## config.mk

```make
export PLATFORM = sky130hd
export DESIGN_NAME = square_rotation_ctrl
export DESIGN_NICKNAME = d
export VERILOG_FILES = /design/src/rtl/square_pkg.sv /design/src/rtl/square_pos_decoder.sv /design/src/rtl/square_rotation_ctrl.sv
export SDC_FILE = /design/constraint.sdc
export NUM_CORES = 1
export LEC_CHECK = 0
export ABC_AREA = 1
export BUFFER_PORTS_ARGS = -buffer_cell sky130_fd_sc_hd__buf_2
export CORE_ASPECT_RATIO = 1.25
export CORE_MARGIN = 2
export CORE_UTILIZATION = 38
export CTS_BUF_LIST = sky130_fd_sc_hd__clkbuf_16
export DETAILED_ROUTE_END_ITERATION = 6
export MAX_ROUTING_LAYER = met4
export PLACE_DENSITY_LB_ADDON = 0.15
export SLEW_MARGIN = 5
export SYNTH_ARGS = -nofsm -noshare
export SYNTH_HDL_FRONTEND = slang
export SYNTH_SLANG_ARGS = --single-unit
```

## constraint.sdc

```tcl
create_clock -name clk -period 1.9 [get_ports clk]
set_clock_uncertainty 0.05 [all_clocks]
set_input_delay 0 -clock clk [delete_from_list [all_inputs] [get_ports clk]]
set_output_delay 0 -clock clk [all_outputs]
set_load 0.01 [all_outputs]
```

## src/rtl/square_pkg.sv

```systemverilog
// Shared constants and helpers for the rotating-square display.
// Contents: position width/count, active-low segment patterns for the upper and
// lower squares, blank patterns, and a one-step position helper.
package square_pkg;

    localparam int unsigned POS_W   = 3;
    localparam int unsigned NUM_POS = 8;

    // Active-low {dp,g,f,e,d,c,b,a}
    localparam logic [7:0] SSEG_UPPER = 8'b1001_1100;  // a,b,f,g lit
    localparam logic [7:0] SSEG_LOWER = 8'b1010_0011;  // c,d,e,g lit
    localparam logic [7:0] SSEG_BLANK = 8'hFF;

    localparam logic [3:0] AN_OFF = 4'b1111;

    // One position step; the 3-bit width gives the mod-8 wrap for free.
    function automatic logic [POS_W-1:0] pos_step(input logic [POS_W-1:0] pos,
                                                  input logic             cw);
        logic [POS_W-1:0] cw_next;
        logic [POS_W-1:0] ccw_next;
        cw_next  = pos + POS_W'(1);
        ccw_next = pos - POS_W'(1);
        return cw ? cw_next : ccw_next;
    endfunction

endpackage

```

## src/rtl/square_pos_decoder.sv

```systemverilog
// Combinational decode of the square position onto the 4-digit display.
// Ports:
//   pos_i  [2:0]  registered square position 0..7
//   an_o   [3:0]  digit anodes, active-low, an_o[3] = leftmost
//   sseg_o [7:0]  segments, active-low, {dp,g,f,e,d,c,b,a}
// Positions 0..3 show the upper square on digits 3..0; positions 4..7 show the
// lower square on digits 0..3, so the square travels a closed loop.
module square_pos_decoder
    import square_pkg::*;
(
    input  logic [POS_W-1:0] pos_i,
    output logic [3:0]       an_o,
    output logic [7:0]       sseg_o
);

    always_comb begin
        an_o   = AN_OFF;
        sseg_o = SSEG_BLANK;
        if (!pos_i[2]) begin
            sseg_o                    = SSEG_UPPER;
            an_o[2'd3 - pos_i[1:0]]   = 1'b0;
        end else begin
            sseg_o                    = SSEG_LOWER;
            an_o[pos_i[1:0]]          = 1'b0;
        end
    end

endmodule

```

## src/rtl/square_rotation_ctrl.sv

```systemverilog
// Rotating-square sequencer: divides clk into step ticks and steps a 3-bit
// position clockwise or counter-clockwise, driving the display directly.
// Ports:
//   clk        system clock, rising edge
//   reset_n    synchronous reset, active-low
//   en         1 = rotate, 0 = freeze prescaler and position
//   cw         requested direction (1 = clockwise), sampled only at a step
//   step_tick  one-cycle pulse, high in the cycle the new position appears
//   pos [2:0]  current square position
//   dir        effective direction latched at the last step (1 = cw)
//   an  [3:0]  digit anodes, active-low
//   sseg[7:0]  segments, active-low, {dp,g,f,e,d,c,b,a}
// Optional build macro AUTO_REVERSE_EN: each wrapping step toggles a reverse
// bit that is XORed into the sampled direction.
module square_rotation_ctrl
    import square_pkg::*;
#(
    parameter int unsigned TICK_DIV = 25_000_000
) (
    input  logic             clk,
    input  logic             reset_n,
    input  logic             en,
    input  logic             cw,
    output logic             step_tick,
    output logic [POS_W-1:0] pos,
    output logic             dir,
    output logic [3:0]       an,
    output logic [7:0]       sseg
);

    localparam int unsigned      CNT_W   = (TICK_DIV > 1) ? $clog2(TICK_DIV) : 1;
    localparam logic [CNT_W-1:0] CNT_MAX = CNT_W'(TICK_DIV - 1);

    logic [CNT_W-1:0] cnt_q, cnt_d;
    logic [POS_W-1:0] pos_q, pos_d;
    logic             dir_q, dir_d;
    logic             tick_q, tick_d;
    logic             step;
    logic             eff_cw;

    assign step = en && (cnt_q == CNT_MAX);

`ifdef AUTO_REVERSE_EN
    logic rev_q, rev_d;
    logic wraps;

    assign eff_cw = cw ^ rev_q;
    assign wraps  = eff_cw ? (pos_q == POS_W'(NUM_POS - 1)) : (pos_q == '0);

    always_comb begin
        rev_d = rev_q;
        if (step && wraps) begin
            rev_d = ~rev_q;
        end
    end

    always_ff @(posedge clk) begin
        if (!reset_n) begin
            rev_q <= 1'b0;
        end else begin
            rev_q <= rev_d;
        end
    end
`else
    assign eff_cw = cw;
`endif

    always_comb begin
        cnt_d  = cnt_q;
        pos_d  = pos_q;
        dir_d  = dir_q;
        tick_d = step;
        if (en) begin
            if (step) begin
                cnt_d = '0;
                // Direction and position update on the same edge, so a new
                // direction applies to the very step that samples it.
                dir_d = eff_cw;
                pos_d = pos_step(pos_q, eff_cw);
            end else begin
                cnt_d = cnt_q + CNT_W'(1);
            end
        end
    end

    always_ff @(posedge clk) begin
        if (!reset_n) begin
            cnt_q  <= '0;
            pos_q  <= '0;
            dir_q  <= 1'b1;
            tick_q <= 1'b0;
        end else begin
            cnt_q  <= cnt_d;
            pos_q  <= pos_d;
            dir_q  <= dir_d;
            tick_q <= tick_d;
        end
    end

    assign step_tick = tick_q;
    assign pos       = pos_q;
    assign dir       = dir_q;

    square_pos_decoder u_decoder (
        .pos_i  (pos_q),
        .an_o   (an),
        .sseg_o (sseg)
    );

endmodule

```

==> flow_metrics.tcl <==
set metrics [dict create \
    status "finished clean" \
    antennaDiodeCount 0 \
    cts_resized 0 \
    grt_use_total 0.176 \
    wl_met2_mm 2.00 \
    grt_max_degree 17 \
    root_buffer "clkbuf_16" \
    drc 0 \
    wl_met3_microns 183 \
    path_common_cell "nand3_2" \
    grt_pass1_vias 1461 \
    via_count 1689 \
    synth_cell_type_count 26 \
    path_cells "ha_1 -> nand3_2 -> nor2_4 -> nand3_2 -> o21ai_2 -> o21ai_0" \
    highest_layer "met4" \
    ios 21 \
    syn_nets 296 \
    cp-end-kind "register" \
    drive_gt1_frac 0.133 \
    ctsHoldBuffers 1 \
    path_class "reg2reg" \
    hpwl_mm 3.22 \
    drv_cap 0 \
    die_h_microns 81.1 \
    cellLeakagePower_nw 0.829 \
    initial_core_util 0.388 \
    max_freq_mhz 626 \
    final_cell_mix "83 x nand2_1, 65 x nor2_1, 35 x inv_1" \
    final_common_cell "nand2_1" \
    ant_nets 0 \
    worstPathArrival_ns 1.70 \
    crit_fanout 6 \
    rsz0062_at_grt "false" \
    cts.reportedPaths.clkPinSlew_ns 0.05 \
    ys_seq_elements 30 \
    synth.yosys.seq_area_share 0.332 \
    drt-initial-drc-count 140 \
    power_density_nw_per_um2 697 \
    final_nets 313 \
    ir_drop_mv 0.322 \
    worstPathRequired_ns 2.00 \
    yosysTopAreaCell "dfxtp_1" \
    cts_setup_buffers 0 \
    swShare 0.217 \
    switchingPower_mw 0.310 \
    core_sq_um 4660 \
    place.gp.congestion 0.850 \
    vias_per_cell 4.59 \
    grt_pass1_wl_mm 6.84 \
    met1_length_mm 1.93 \
    antenna_found_initial 0 \
    routed_wl_mm 4.18 \
    syn_to_final_growth_pct 13.3 \
    num_rows 28 \
    drtPass1Iterations 4 \
    syn_inst 290 \
    numPortBuffers 18 \
    insertion_delay_ns 0.28 \
    r2r_slack_ns 0.30 \
    p_seq_frac 0.446 \
    cts.sinks 30 \
    setup_viol 0 \
    yosysWarnings 0 \
    timing.final.crit_period_ns 1.60 \
    tns_ns 0 \
    hold_viol 0 \
    gr-total-overflow 0 \
    cpMaxStageDelayCell "dfxtp_1" \
    fillerInstances 534 \
    wire_per_inst_microns 11.4 \
    report.final.slew_viol_count 0 \
    post-route-util 0.440 \
    startpoint_type "register" \
    avgSynthCellArea_sq_um 6.24 \
    synth_area_sq_um 1810 \
    cp_slowest_stage_delay_ns 0.36 \
    clockBufferDepth 2 \
    min_period_over_period 0.841 \
    die-area_sq_um 5330 \
    power.internal_mw 1.12 \
    combPwrFrac 0.030 \
    htree_num_levels 2 \
    synth_top_area_frac 0.332 \
    cts_tree "built" \
    die_w_microns 65.7 \
    synthTopCellsByArea "dfxtp_1 33%, nand2_1 17%, nor2_1 13%" \
    p_clk_frac 0.524 \
    numCtsBuffers 5 \
    hp-class "in2reg" \
]
[final cells by class]
class	instances	area, sq um	area share
Timing Repair Buffer	19	100	0.0488
Tap cell	60	75.1	0.0366
Clock inverter	3	12.5	0.00610
Sequential cell	30	601	0.293
Clock buffer	5	125	0.0610
Inverter	35	131	0.0641
Multi-Input combinational cell	216	1010	0.491
[worst max-delay path: cells and delay by family, from the launching register on]
| family | cells | cell delay (ns) |
|---|---|---|
| AOI/OAI and AO/OA | 2 | 0.46 |
| adders and majority gates | 1 | 0.22 |
| DFF | 1 | 0.36 |
| and+or+nand+nor | 3 | 0.37 |
[cell families after synthesis]
kind of cell,Yosys count,share of synthesized area
AND/OR/NAND/NOR,192,0.466
buffers and inverters,44,0.112
flip-flops,30,0.332
AO/OA/AOI/OAI,15,0.0436
XOR/XNOR,5,0.0242
adder cells (fa/ha/maj),2,0.0180
other,2,0.00415
[Yosys cell counts, drive strengths merged]
master / n
nor2: 73
nand2: 85
or2: 2
inv: 35
nand4: 3
a21oi: 5
conb: 2
xor2: 2
fa: 1
nor3: 7
o21ai: 10
and2: 1
ha: 1
nand3: 20
nand3b: 1
xnor2: 3
dfxtp: 30
buf: 9
[power groups by stage]
stage               combinational (mW)  clock, mW  sequential (mW)
finish                          0.0423      0.749            0.637
global route                    0.0477      0.788            0.637
CTS                             0.0424      0.763            0.637
detailed placement              0.0404          0            0.650
global placement                0.0409          0            0.650
floorplan                       0.0334          0            0.649
[stage by stage]
step	hold slack [ns]	setup slack (ns)	instances	cell area [sq um]	power, mW
3_5_place_dp	0.256	0.294	359	1900	0.690
6_report	0.0209	0.302	368	2050	1.43
3_3_place_gp	0.255	0.322	359	1900	0.691
5_1_grt	0.0372	0.116	368	2050	1.47
2_1_floorplan	0.0707	0.460	290	1810	0.683
4_1_cts	0.0141	0.279	368	2050	1.44
[flip-flops by register name, indices dropped and copies added, names as in the netlist]
signal	count
dir	1
step_tick	1
cnt_q	25
pos	3
[worst paths after layout]
check,startpoint,depth (start not counted),end
setup / recovery,cnt_q[0],6,cnt_q[0]
hold / removal,en,3,cnt_q[1]
setup reg to reg,cnt_q[0],6,cnt_q[0]
hold reg to reg,cnt_q[7],2,cnt_q[7]
[layer usage]
layer / vias to the layer above / track usage
li1: 922 / -
met2: 30 / 0.282
met3: 7 / 0.0416
met4: 0 / 0.0688
met1: 730 / 0.212
met5: - / -
Power figures use the tool's default switching activity.
